### src/rtl/spi_target_pkg.sv
// Shared constants for the SPI target: register map, CSR bit positions and the
// byte shifted out when the master clocks a byte the CPU never supplied.
package spi_target_pkg;

  typedef enum logic [1:0] {
    REG_CSR   = 2'd0,
    REG_DATA  = 2'd1,
    REG_LEVEL = 2'd2,
    REG_RSVD  = 2'd3
  } reg_addr_e;

  localparam int CSR_RX_NE   = 0;
  localparam int CSR_TX_FULL = 1;
  localparam int CSR_RX_OVR  = 2;
  localparam int CSR_TX_UNR  = 3;
  localparam int CSR_SEL     = 4;
  localparam int CSR_RX_IE   = 8;
  localparam int CSR_TX_IE   = 9;

  localparam logic [7:0] UNDERRUN_FILL = 8'hFF;

endpackage

### src/rtl/spi_target_if.sv
// Wishbone CSR port of the SPI target; the bus initiator uses the master modport.
interface spi_target_if;

  logic [1:0]  wb_addr;
  logic [31:0] wb_rdata;
  logic [31:0] wb_wdata;
  logic        wb_we;
  logic        wb_cyc;
  logic        wb_ack;

  modport master (
    output wb_addr, wb_wdata, wb_we, wb_cyc,
    input  wb_rdata, wb_ack
  );

  modport slave (
    input  wb_addr, wb_wdata, wb_we, wb_cyc,
    output wb_rdata, wb_ack
  );

endinterface

### src/rtl/spi_target_fifo.sv
// Synchronous byte FIFO with a level counter; a push to a full FIFO is taken
// when a pop happens in the same cycle, and a pop from an empty FIFO does nothing.
module spi_target_fifo #(
  parameter int WIDTH      = 8,
  parameter int DEPTH_LOG2 = 4
) (
  input  logic                  clk,
  input  logic                  rst,
  input  logic                  i_push,
  input  logic                  i_pop,
  input  logic [WIDTH-1:0]      i_data,
  output logic [WIDTH-1:0]      o_data,
  output logic                  o_empty,
  output logic                  o_full,
  output logic [DEPTH_LOG2:0]   o_level
);

  localparam int DEPTH = 1 << DEPTH_LOG2;

  logic [WIDTH-1:0]      r_mem [DEPTH];
  logic [DEPTH_LOG2-1:0] r_wrPtr;
  logic [DEPTH_LOG2-1:0] r_rdPtr;
  logic [DEPTH_LOG2:0]   r_level;
  logic                  w_doPush;
  logic                  w_doPop;

  assign o_empty  = (r_level == '0);
  assign o_full   = (r_level == (DEPTH_LOG2+1)'(DEPTH));
  assign o_level  = r_level;
  assign o_data   = r_mem[r_rdPtr];
  assign w_doPop  = i_pop & ~o_empty;
  assign w_doPush = i_push & (~o_full | w_doPop);

  always_ff @(posedge clk or posedge rst) begin
    if (rst) begin
      r_wrPtr <= '0;
      r_rdPtr <= '0;
      r_level <= '0;
    end else begin
      if (w_doPush) r_wrPtr <= r_wrPtr + 1'b1;
      if (w_doPop)  r_rdPtr <= r_rdPtr + 1'b1;
      if (w_doPush && !w_doPop)      r_level <= r_level + 1'b1;
      else if (w_doPop && !w_doPush) r_level <= r_level - 1'b1;
    end
  end

  // Storage needs no reset: the pointers alone define what is valid.
  always_ff @(posedge clk) begin
    if (w_doPush) r_mem[r_wrPtr] <= i_data;
  end

endmodule

### src/rtl/spi_target.sv
// SPI mode-0 target (MSB first) with Wishbone CSRs, RX/TX FIFOs and an interrupt.
// Define SPI_TARGET_IRQ_EN to build the interrupt enables and irqo_spi.
module spi_target
  import spi_target_pkg::*;
#(
  parameter int RX_DEPTH_LOG2 = 4,
  parameter int TX_DEPTH_LOG2 = 4
) (
  input  logic        clk,
  input  logic        rst,
  input  logic        spi_pad_clk,
  input  logic        spi_pad_cs_n,
  input  logic        spi_pad_mosi,
  output logic        spi_pad_miso,
  output logic        spi_pad_miso_oe,
  output logic        irqo_spi,
  spi_target_if.slave wb
);

  logic [2:0] r_sclkSync;
  logic [2:0] r_csSync;
  logic [1:0] r_mosiSync;
  logic [2:0] r_bitCnt;
  logic [6:0] r_rxShift;
  logic [7:0] r_txShift;
  logic       r_misoOe;
  logic       r_rxOverrun;
  logic       r_txUnderrun;
  logic       r_ack;
  logic [31:0] r_rdata;

  logic w_sclkRise, w_sclkFall, w_csFall, w_csRise, w_selected;
  logic w_rxPush, w_rxPop, w_rxEmpty, w_rxFull, w_rxOverSet;
  logic w_txLoad, w_txPush, w_txEmpty, w_txFull;
  logic [7:0] w_rxByte, w_rxHead, w_txHead, w_txByte;
  logic [RX_DEPTH_LOG2:0] w_rxLevel;
  logic [TX_DEPTH_LOG2:0] w_txLevel;
  logic w_stb, w_csrWrite, w_rxIrqEn, w_txIrqEn, w_unused;
  reg_addr_e w_addr;
  logic [31:0] w_rdMux;

  // Pad oversampling: two metastability flops plus one history flop per edge detector.
  always_ff @(posedge clk or posedge rst) begin
    if (rst) begin
      r_sclkSync <= 3'b000;
      r_csSync   <= 3'b111;
      r_mosiSync <= 2'b00;
    end else begin
      r_sclkSync <= {r_sclkSync[1:0], spi_pad_clk};
      r_csSync   <= {r_csSync[1:0], spi_pad_cs_n};
      r_mosiSync <= {r_mosiSync[0], spi_pad_mosi};
    end
  end

  assign w_sclkRise = r_sclkSync[1] & ~r_sclkSync[2];
  assign w_sclkFall = ~r_sclkSync[1] & r_sclkSync[2];
  assign w_csFall   = ~r_csSync[1] & r_csSync[2];
  assign w_csRise   = r_csSync[1] & ~r_csSync[2];
  assign w_selected = ~r_csSync[1];

  assign w_txLoad = w_csFall | (w_selected & w_sclkFall & (r_bitCnt == 3'd0));
  assign w_txByte = w_txEmpty ? UNDERRUN_FILL : w_txHead;
  assign w_rxByte = {r_rxShift, r_mosiSync[1]};
  assign w_rxPush = ~w_csFall & w_selected & w_sclkRise & (r_bitCnt == 3'd7);
  assign w_rxOverSet = w_rxPush & w_rxFull & ~w_rxPop;

  always_ff @(posedge clk or posedge rst) begin
    if (rst) begin
      r_bitCnt  <= '0;
      r_rxShift <= '0;
      r_txShift <= '0;
      r_misoOe  <= 1'b0;
    end else begin
      r_misoOe <= w_selected;
      if (w_csFall) begin
        r_bitCnt  <= '0;
        r_txShift <= w_txByte;
      end else if (w_csRise) begin
        r_bitCnt <= '0;
      end else if (w_selected) begin
        if (w_sclkRise) begin
          r_rxShift <= w_rxByte[6:0];
          r_bitCnt  <= r_bitCnt + 3'd1;
        end
        if (w_sclkFall) begin
          if (r_bitCnt == 3'd0) r_txShift <= w_txByte;
          else                  r_txShift <= {r_txShift[6:0], 1'b0};
        end
      end
    end
  end

  assign spi_pad_miso    = r_txShift[7];
  assign spi_pad_miso_oe = r_misoOe;

  assign w_stb      = wb.wb_cyc & ~r_ack;
  assign w_addr     = reg_addr_e'(wb.wb_addr);
  assign w_rxPop    = w_stb & ~wb.wb_we & (w_addr == REG_DATA);
  assign w_txPush   = w_stb &  wb.wb_we & (w_addr == REG_DATA);
  assign w_csrWrite = w_stb &  wb.wb_we & (w_addr == REG_CSR);
  assign w_unused   = ^wb.wb_wdata;

  spi_target_fifo #(.WIDTH(8), .DEPTH_LOG2(RX_DEPTH_LOG2)) u_rxFifo (
    .clk(clk), .rst(rst), .i_push(w_rxPush), .i_pop(w_rxPop), .i_data(w_rxByte),
    .o_data(w_rxHead), .o_empty(w_rxEmpty), .o_full(w_rxFull), .o_level(w_rxLevel)
  );

  spi_target_fifo #(.WIDTH(8), .DEPTH_LOG2(TX_DEPTH_LOG2)) u_txFifo (
    .clk(clk), .rst(rst), .i_push(w_txPush), .i_pop(w_txLoad), .i_data(wb.wb_wdata[7:0]),
    .o_data(w_txHead), .o_empty(w_txEmpty), .o_full(w_txFull), .o_level(w_txLevel)
  );

  always_comb begin
    w_rdMux = '0;
    case (w_addr)
      REG_CSR: begin
        w_rdMux[CSR_RX_NE]   = ~w_rxEmpty;
        w_rdMux[CSR_TX_FULL] = w_txFull;
        w_rdMux[CSR_RX_OVR]  = r_rxOverrun;
        w_rdMux[CSR_TX_UNR]  = r_txUnderrun;
        w_rdMux[CSR_SEL]     = w_selected;
        w_rdMux[CSR_RX_IE]   = w_rxIrqEn;
        w_rdMux[CSR_TX_IE]   = w_txIrqEn;
      end
      REG_DATA:  w_rdMux = {~w_rxEmpty, 23'd0, w_rxEmpty ? 8'h00 : w_rxHead};
      REG_LEVEL: w_rdMux = {16'd0, 8'(w_txLevel), 8'(w_rxLevel)};
      default:   w_rdMux = '0;
    endcase
  end

  // A flag being set in the same cycle as its write-1-to-clear keeps it set.
  always_ff @(posedge clk or posedge rst) begin
    if (rst) begin
      r_ack        <= 1'b0;
      r_rdata      <= '0;
      r_rxOverrun  <= 1'b0;
      r_txUnderrun <= 1'b0;
    end else begin
      r_ack        <= wb.wb_cyc & ~r_ack;
      r_rdata      <= w_stb ? w_rdMux : 32'd0;
      r_rxOverrun  <= w_rxOverSet | (r_rxOverrun & ~(w_csrWrite & wb.wb_wdata[CSR_RX_OVR]));
      r_txUnderrun <= (w_txLoad & w_txEmpty) |
                      (r_txUnderrun & ~(w_csrWrite & wb.wb_wdata[CSR_TX_UNR]));
    end
  end

  assign wb.wb_ack   = r_ack;
  assign wb.wb_rdata = r_rdata;

`ifdef SPI_TARGET_IRQ_EN
  logic r_rxIrqEn, r_txIrqEn, r_irq;

  always_ff @(posedge clk or posedge rst) begin
    if (rst) begin
      r_rxIrqEn <= 1'b0;
      r_txIrqEn <= 1'b0;
      r_irq     <= 1'b0;
    end else begin
      if (w_csrWrite) begin
        r_rxIrqEn <= wb.wb_wdata[CSR_RX_IE];
        r_txIrqEn <= wb.wb_wdata[CSR_TX_IE];
      end
      r_irq <= (r_rxIrqEn & ~w_rxEmpty) | (r_txIrqEn & w_txEmpty);
    end
  end

  assign w_rxIrqEn = r_rxIrqEn;
  assign w_txIrqEn = r_txIrqEn;
  assign irqo_spi  = r_irq;
`else
  assign w_rxIrqEn = 1'b0;
  assign w_txIrqEn = 1'b0;
  assign irqo_spi  = 1'b0;
`endif

endmodule

### src/flat_wrapper.sv
// flat-port wrapper written by rule: the top's interface ports become plain ports
module spi_target_flat import spi_target_pkg::*;
#(
  parameter int RX_DEPTH_LOG2 = 4,
  parameter int TX_DEPTH_LOG2 = 4
)
  (clk, rst, spi_pad_clk, spi_pad_cs_n, spi_pad_mosi, spi_pad_miso, spi_pad_miso_oe, irqo_spi, wb_wb_addr, wb_wb_wdata, wb_wb_we, wb_wb_cyc, wb_wb_rdata, wb_wb_ack);
  spi_target_if wb_i ();
  input  logic clk;
  input  logic rst;
  input  logic spi_pad_clk;
  input  logic spi_pad_cs_n;
  input  logic spi_pad_mosi;
  output logic spi_pad_miso;
  output logic spi_pad_miso_oe;
  output logic irqo_spi;
  input wire logic [$bits(wb_i.wb_addr)-1:0] wb_wb_addr;
  input wire logic [$bits(wb_i.wb_wdata)-1:0] wb_wb_wdata;
  input wire logic [$bits(wb_i.wb_we)-1:0] wb_wb_we;
  input wire logic [$bits(wb_i.wb_cyc)-1:0] wb_wb_cyc;
  output wire logic [$bits(wb_i.wb_rdata)-1:0] wb_wb_rdata;
  output wire logic [$bits(wb_i.wb_ack)-1:0] wb_wb_ack;
  assign wb_i.wb_addr = wb_wb_addr;
  assign wb_i.wb_wdata = wb_wb_wdata;
  assign wb_i.wb_we = wb_wb_we;
  assign wb_i.wb_cyc = wb_wb_cyc;
  assign wb_wb_rdata = wb_i.wb_rdata;
  assign wb_wb_ack = wb_i.wb_ack;
  spi_target #(.RX_DEPTH_LOG2(RX_DEPTH_LOG2), .TX_DEPTH_LOG2(TX_DEPTH_LOG2)) u_core (.clk(clk), .rst(rst), .spi_pad_clk(spi_pad_clk), .spi_pad_cs_n(spi_pad_cs_n), .spi_pad_mosi(spi_pad_mosi), .spi_pad_miso(spi_pad_miso), .spi_pad_miso_oe(spi_pad_miso_oe), .irqo_spi(irqo_spi), .wb(wb_i));
endmodule
### config.mk
export PLATFORM = sky130hd
export DESIGN_NAME = spi_target_flat
export DESIGN_NICKNAME = d
export VERILOG_FILES = /design/src/rtl/spi_target_pkg.sv /design/src/rtl/spi_target_if.sv /design/src/rtl/spi_target_fifo.sv /design/src/rtl/spi_target.sv /design/src/flat_wrapper.sv
export SDC_FILE = /design/constraint.sdc
export NUM_CORES = 1
export LEC_CHECK = 0
export CAP_MARGIN = 20
export CORE_MARGIN = 3
export CORE_UTILIZATION = 59
export CTS_CLUSTER_DIAMETER = 100
export DETAILED_ROUTE_END_ITERATION = 8
export PLACE_DENSITY_LB_ADDON = 0.08
export SLEW_MARGIN = 10
export SYNTH_ARGS = -nofsm -noshare
export SYNTH_HDL_FRONTEND = slang
export SYNTH_SLANG_ARGS = --single-unit
### constraint.sdc
create_clock -name clk -period 4.5 [get_ports clk]
set_input_delay 0.45 -clock clk [delete_from_list [all_inputs] [get_ports clk]]
set_output_delay 0.45 -clock clk [all_outputs]
set_load 0.05 [all_outputs]
==> results of run 1 <==
flip-flops by register name, summed over array words and instances, names as in the netlist:
| signal | count |
|---|---|
| u_core.r_bitCnt | 3 |
| u_core.r_csSync | 3 |
| u_core.r_mosiSync | 2 |
| u_core.r_rxOverrun | 1 |
| u_core.r_rxShift | 7 |
| u_core.r_sclkSync | 3 |
| u_core.r_txShift | 8 |
| u_core.r_txUnderrun | 1 |
| u_core.spi_pad_miso_oe | 1 |
| u_core.u_rxFifo.o_level | 5 |
| u_core.u_rxFifo.r_mem | 128 |
| u_core.u_rxFifo.r_rdPtr | 4 |
| u_core.u_rxFifo.r_wrPtr | 4 |
| u_core.u_txFifo.o_level | 5 |
| u_core.u_txFifo.r_mem | 128 |
| u_core.u_txFifo.r_rdPtr | 4 |
| u_core.u_txFifo.r_wrPtr | 4 |
| u_core.wb.wb_ack | 1 |
| u_core.wb.wb_rdata | 14 |
layout make-up:
type	count	share of cell area
clock buffer	49	0.0660
clock inverter	12	0.00891
inverter	19	0.00479
multi-input combinational	385	0.236
sequential	326	0.623
tap	280	0.0231
timing repair buffer	61	0.0380
logic make-up (layout without fill, tap and decap cells):
group	Yosys count	after routing	share of synthesized area
AO/OA/AOI/OAI	76	76	0.0368
XOR/XNOR	21	21	0.0138
adder cells (fa/ha/maj)	31	31	0.0302
buffers and inverters	73	141	0.0284
flip-flops	326	326	0.708
multiplexers	100	100	0.130
other	1	19	0.000281
AND/OR/NAND/NOR	138	138	0.0529
Yosys cell counts, types with 9 or more instances:
library cell,number
a211oi_1,13
a21oi_1,14
a31oi_1,9
buf_2,12
buf_4,20
clkbuf_1,15
dfrtp_1,67
edfxtp_1,256
ha_1,29
inv_1,17
mux2i_1,35
mux4_1,13
mux4_2,40
nand2_1,33
nor2_1,34
nor2b_1,9
nor3_1,12
o22ai_1,14
xnor2_1,16
metal layers:
layer | part of all wire | wire length [um] | vias to the layer above | global-route usage
met1 | 0.46 | 12400 | 3588 | 0.362
met4 | 0.019 | 524 | 0 | 0.0538
li1 | - | - | 3076 | -
met2 | 0.46 | 12400 | 251 | 0.340
met3 | 0.063 | 1700 | 44 | 0.0373
met5 | 0 | 0 | - | 0
how the worst max path moves through the flow:
| stage | start | to | slack (ns) | cells after the start |
|---|---|---|---|---|
| global route | u_core.r_csSync[1]$_DFF_PP1_ | u_core.u_txFifo.o_level[4]$_DFFE_PP0P_ | 0.67 | 13 |
| global placement | wb_wb_cyc | u_core.u_rxFifo.o_level[4]$_DFFE_PP0P_ | 0.86 | 12 |
| finish | u_core.r_csSync[1]$_DFF_PP1_ | u_core.u_txFifo.o_level[4]$_DFFE_PP0P_ | 0.89 | 13 |
| CTS | u_core.r_csSync[1]$_DFF_PP1_ | u_core.u_txFifo.o_level[4]$_DFFE_PP0P_ | 0.93 | 13 |
| detailed placement | wb_wb_cyc | u_core.u_rxFifo.o_level[4]$_DFFE_PP0P_ | 0.74 | 12 |
| floorplan | u_core.r_bitCnt[0]$_DFFE_PP0P_ | u_core.u_txFifo.o_level[4]$_DFFE_PP0P_ | 1.41 | 15 |
metrics by stage:
stage	power (mW)	worst slack [ns]
2_1_floorplan	5.26	1.41
3_3_place_gp	5.68	0.857
3_5_place_dp	5.76	0.737
4_1_cts	8.57	0.928
5_1_grt	8.94	0.668
6_report	8.56	0.891
power by group through the flow:
stage	Clock [mW]	Combinational (mW)	Sequential, mW
CTS	2.86	1.69	4.02
detailed placement	0	1.68	4.08
finish	2.82	1.78	3.97
global placement	0	1.63	4.05
global route	2.99	1.93	4.02
floorplan	0	1.47	3.79
worst max-delay path, delay by kind of cell (launching register included):
kind | cells | cell delay [ns]
and+or+nand+nor | 2 | 0.31
DFF | 1 | 0.60
AOI/OAI and AO/OA | 3 | 0.83
adders and majority gates | 3 | 1.04
buffers and inverters | 3 | 0.41
xor gates and xnor gates | 2 | 0.28
==> metrics.md, run 1 <==
| Metric | Value |
|---|---|
| Unrepaired setup endpoints after global routing | `false` |
| Sequential share of power | `0.463` |
| Max-Cap Viols | `0` |
| # fillers | `1433` |
| First DRT Iteration DRCs | `711` |
| Die W | `156 um` |
| Worst path max stage delay | `0.60 ns` |
| Cell taking the most area after synthesis | `edfxtp_1` |
| Clk sinks | `326` |
| TritonCTS clock tree | `yes` |
| IO buf count | `33` |
| Placeable Area | `22000 sq um` |
| Post-CTS setup buffers | `0` |
| Worst reg2reg endpoint | `u_core.u_txFifo.o_level[4]$_DFFE_PP0P_` |
| Cell variety after synth | `51` |
| GR Overflow Total | `0` |
| Register area share after synthesis | `0.708` |
| Fin crit period | `3.61 ns` |
| Pwr Density | `564 nW/um^2` |
| Post-synth ARST share | `0.215` |
| Vert. Die Dim | `156 um` |
| Final hold vios | `0` |
| Root Buffer Master | `clkbuf_16` |
| Setup crit end kind | `register` |
| H-Tree Depth | `2` |
| Worst r2r src | `u_core.r_csSync[1]$_DFF_PP1_` |
| PostCTS Resize Cnt | `0` |
| Antenna-violating nets left | `0` |
| DRC Markers | `0` |
| Initial Utilization | `0.605` |
| Syn Inst Count | `766` |
| Syn_area_per_cell | `17.4 sq um` |
| Gpl congestion | `0.818` |
| Placed Cells incl. Taps | `1068` |
| Crit path kind | `register to register` |
| Setup TNS | `0 ns` |
| Fin crit share | `0.802` |
| Post-synth top flop | `edfxtp_1` |
| Final Slew Violations | `0` |
| Most common cell after layout, fill and taps aside | `edfxtp_1` |
| Final instance count without filler cells | `1132` |
| DPL Wire Length | `17.8 mm` |
| Required time worst endpoint | `4.88 ns` |
| VDD IR max | `0.332 mV` |
| Area of the multi-input gates | `3580 sq um` |
| Design Area, Final | `15200 sq um` |
| CTS buffer count | `34` |
| Worst hold path startpoint | `spi_pad_cs_n` |
| Yosys top cell area share | `0.576` |
| Tightest Hold Check Type | `primary input to register` |
| Worst reg-to-reg path cell count | `13` |
| Clock share of power | `0.329` |
| Number of setup violations in the final report | `0` |
| R2r setup slk | `0.89 ns` |
| Placed Area | `14000 sq um` |
| Status | `complete, no violations` |
| Hold endpoint | `u_core.r_csSync[0]$_DFF_PP1_` |
| Share of layout cells above drive strength 1 | `0.153` |
| Vias per cell | `6.15` |
| Synth warn | `0` |
| Sw Share | `0.282` |
| Area growth from synthesis to layout | `13.7%` |
| Crit start category | `register` |
| Headroom to the max-slew limit | `0.246` |
| Number of top-level pins | `77` |
| FMAX | `277 MHz` |
| Post-Route WL | `27.0 mm` |
| GRT Overall Usage | `0.228` |
| Hold Path Stages | `1` |
| # diodes | `0` |
| Rows | `54` |
| Latest clock arrival within the worst-skew pair | `0.51 ns` |
| Via count | `6959` |
| Wire length of the first global-routing pass | `41.9 mm` |
| Most frequent cells in the layout | `edfxtp_1 (256), dfrtp_1 (66), mux4_2 (40)` |
| Combinational Power Share | `0.207` |
| Routed len/inst | `23.9 um` |
| #FFs+latches synth | `326` |
| Die area | `24400 sq um` |
| CP Cell Sequence | `inv_1 > ha_1 > a21oi_1 > nor2_1 > inv_2 > ha_1 > inv_1 > fa_1 > a21o_1 > a21oi_1 > xnor2_1 > nor2_1 > xor2_1` |
| Fin util | `0.688` |
| Worst Path Max Fanout | `11` |
| Post-synthesis cell area | `13300 sq um` |
| Critical Path AT | `3.99 ns` |
| Leak Pwr | `5.42 nW` |
| Worst-Margin Slew | `1.13 ns` |
| Sequential cell area | `9440 sq um` |
| Initial antenna violation count | `0` |
| Crit-path slowest cell | `dfstp_2` |
| Layout net count | `899` |
| Worst-path clk slew | `0.06 ns` |
| Clock Skew | `0.0136 ns` |
| CTS Buffer Depth | `3` |
| Area contributors post-synth | `edfxtp_1 (58%), dfrtp_1 (13%), mux4_2 (6.8%)` |
| Switching power total | `2.41 mW` |
| Vias in the first global route | `7081` |
| Hold WS | `0.350 ns` |
| Pre-Repair DR Iteration Count | `5` |
| Internal Pwr Total | `6.15 mW` |
| Cts hold-fix bufs | `0` |
| Post-synth EDFFs | `256` |
| Pin count of the biggest net entering global routing | `40` |
Power figures use the tool's default switching activity.
==> run 2, diff against run 1 <==
==> constraint.sdc (replaced) <==
create_clock -name clk -period 3.5 [get_ports clk]
set_input_delay 0.35 -clock clk [delete_from_list [all_inputs] [get_ports clk]]
set_output_delay 0.35 -clock clk [all_outputs]
set_load 0.05 [all_outputs]
==> metrics.md, run 2 (synthesized netlist as in run 1, its figures left out) <==
| Metric | Value |
|---|---|
| Status | `complete, no violations` |
| Clock Skew | `0.00964 ns` |
| Area growth from synthesis to layout | `13.7%` |
| Die W | `156 um` |
| Most common cell after layout, fill and taps aside | `edfxtp_1` |
| Number of setup violations in the final report | `0` |
| Vias per cell | `6.07` |
| Clk sinks | `326` |
| PostCTS Resize Cnt | `0` |
| Number of top-level pins | `77` |
| Die area | `24400 sq um` |
| Initial antenna violation count | `0` |
| # diodes | `0` |
| VDD IR max | `0.422 mV` |
| Via count | `6942` |
| GRT Overall Usage | `0.228` |
| Headroom to the max-slew limit | `0.381` |
| Required time worst endpoint | `3.88 ns` |
| Leak Pwr | `5.43 nW` |
| FMAX | `322 MHz` |
| Worst-Margin Slew | `0.928 ns` |
| Combinational Power Share | `0.217` |
| Unrepaired setup endpoints after global routing | `false` |
| Most frequent cells in the layout | `edfxtp_1 (256), dfrtp_1 (66), mux4_2 (40)` |
| GR Overflow Total | `0` |
| Pin count of the biggest net entering global routing | `50` |
| Worst Path Max Fanout | `5` |
| Routed len/inst | `23.3 um` |
| Vert. Die Dim | `156 um` |
| Placeable Area | `22000 sq um` |
| Wire length of the first global-routing pass | `42.0 mm` |
| Worst path max stage delay | `0.48 ns` |
| H-Tree Depth | `2` |
| Root Buffer Master | `clkbuf_16` |
| Initial Utilization | `0.605` |
| Sequential share of power | `0.464` |
| Latest clock arrival within the worst-skew pair | `0.50 ns` |
| Fin crit period | `3.10 ns` |
| IO buf count | `33` |
| Internal Pwr Total | `7.77 mW` |
| Cts hold-fix bufs | `0` |
| Sw Share | `0.282` |
| Layout net count | `910` |
| CTS buffer count | `34` |
| Antenna-violating nets left | `0` |
| Post-Route WL | `26.6 mm` |
| Hold endpoint | `u_core.r_csSync[0]$_DFF_PP1_` |
| Crit path kind | `register to register` |
| Crit-path slowest cell | `fa_1` |
| Worst reg-to-reg path cell count | `13` |
| Critical Path AT | `3.49 ns` |
| Switching power total | `3.06 mW` |
| Rows | `54` |
| Setup TNS | `0 ns` |
| Placed Cells incl. Taps | `1082` |
| Design Area, Final | `15200 sq um` |
| Tightest Hold Check Type | `primary input to register` |
| Final instance count without filler cells | `1143` |
| Worst-path clk slew | `0.06 ns` |
| Post-CTS setup buffers | `0` |
| Final Slew Violations | `0` |
| Pre-Repair DR Iteration Count | `5` |
| Crit start category | `register` |
| Hold Path Stages | `1` |
| Gpl congestion | `0.796` |
| CTS Buffer Depth | `3` |
| R2r setup slk | `0.40 ns` |
| Fin crit share | `0.887` |
| Placed Area | `14100 sq um` |
| Final hold vios | `0` |
| DRC Markers | `0` |
| CP Cell Sequence | `nor4_1 > buf_4 > nor2b_1 > nor2_1 > inv_2 > ha_1 > inv_1 > fa_1 > a21o_1 > a21oi_1 > xnor2_1 > nor2_1 > xor2_1` |
| Vias in the first global route | `7239` |
| Pwr Density | `714 nW/um^2` |
| DPL Wire Length | `17.9 mm` |
| Worst hold path startpoint | `spi_pad_cs_n` |
| Clock share of power | `0.319` |
| Setup crit end kind | `register` |
| First DRT Iteration DRCs | `539` |
| Most used cell along the critical path | `nor2_1` |
| TritonCTS clock tree | `yes` |
| Max-Cap Viols | `0` |
| Share of layout cells above drive strength 1 | `0.156` |
| Worst r2r src | `u_core.u_txFifo.o_level[0]$_DFFE_PP0P_` |
| Worst reg2reg endpoint | `u_core.u_txFifo.o_level[4]$_DFFE_PP0P_` |
## run 2: power by group through the flow
| stage | clock, mW | sequential, mW | combinational [mW] |
|---|---|---|---|
| floorplan | 0 | 4.88 | 1.89 |
| global placement | 0 | 5.07 | 2.29 |
| detailed placement | 0 | 5.11 | 2.35 |
| CTS | 3.51 | 5.03 | 2.37 |
| global route | 3.68 | 5.09 | 2.57 |
| finish | 3.45 | 5.03 | 2.35 |
## run 2: worst max-delay path by stage
| stage | from | cells after the start | slack (ns) | end |
|---|---|---|---|---|
| finish | u_core.u_txFifo.o_level[0]$_DFFE_PP0P_ | 13 | 0.40 | u_core.u_txFifo.o_level[4]$_DFFE_PP0P_ |
| global route | u_core.u_txFifo.o_level[0]$_DFFE_PP0P_ | 13 | 0.20 | u_core.u_txFifo.o_level[4]$_DFFE_PP0P_ |
| detailed placement | wb_wb_cyc | 12 | 0.33 | u_core.u_rxFifo.o_level[4]$_DFFE_PP0P_ |
| floorplan | u_core.r_bitCnt[0]$_DFFE_PP0P_ | 15 | 0.41 | u_core.u_txFifo.o_level[4]$_DFFE_PP0P_ |
| global placement | wb_wb_cyc | 12 | 0.46 | u_core.u_rxFifo.o_level[4]$_DFFE_PP0P_ |
| CTS | u_core.u_txFifo.o_level[0]$_DFFE_PP0P_ | 13 | 0.39 | u_core.u_txFifo.o_level[4]$_DFFE_PP0P_ |
## run 2: worst max-delay path, delay by kind of cell (launching register included)
family | cells | cell delay, ns
AO/OA/AOI/OAI | 2 | 0.36
XOR/XNOR | 2 | 0.27
adder cells (fa/ha/maj) | 2 | 0.65
buffers and inverters | 3 | 0.38
flip-flops | 1 | 0.45
AND/OR/NAND/NOR | 4 | 0.87
## run 2: area by class of cell
type,count,area (sq um)
well taps,280,350
clock buffers,55,1030
fillers,1408,6860
clock inverters,6,50.0
repair buffers,72,636
inverters,19,72.6
multi-input cells,385,3580
flip-flops and latches,326,9440
## run 2: per-stage QoR
| step | power, mW | hold slack [ns] | setup WS [ns] | util |
|---|---|---|---|---|
| floorplan | 6.77 | 0.331 | 0.408 | - |
| global placement | 7.35 | 0.335 | 0.457 | 0.639 |
| detailed placement | 7.46 | 0.336 | 0.330 | 0.639 |
| CTS | 10.9 | 0.261 | 0.386 | 0.689 |
| global route | 11.3 | 0.262 | 0.204 | 0.689 |
| finish | 10.8 | 0.273 | 0.396 | 0.689 |
## run 2: routing by layer
layer / track usage / routed length [um] / vias up
met5: 0 / 0 / -
met4: 0.0700 / 462 / 0
met2: 0.343 / 12300 / 216
li1: - / - / 3091
met3: 0.0434 / 1610 / 34
met1: 0.348 / 12200 / 3601
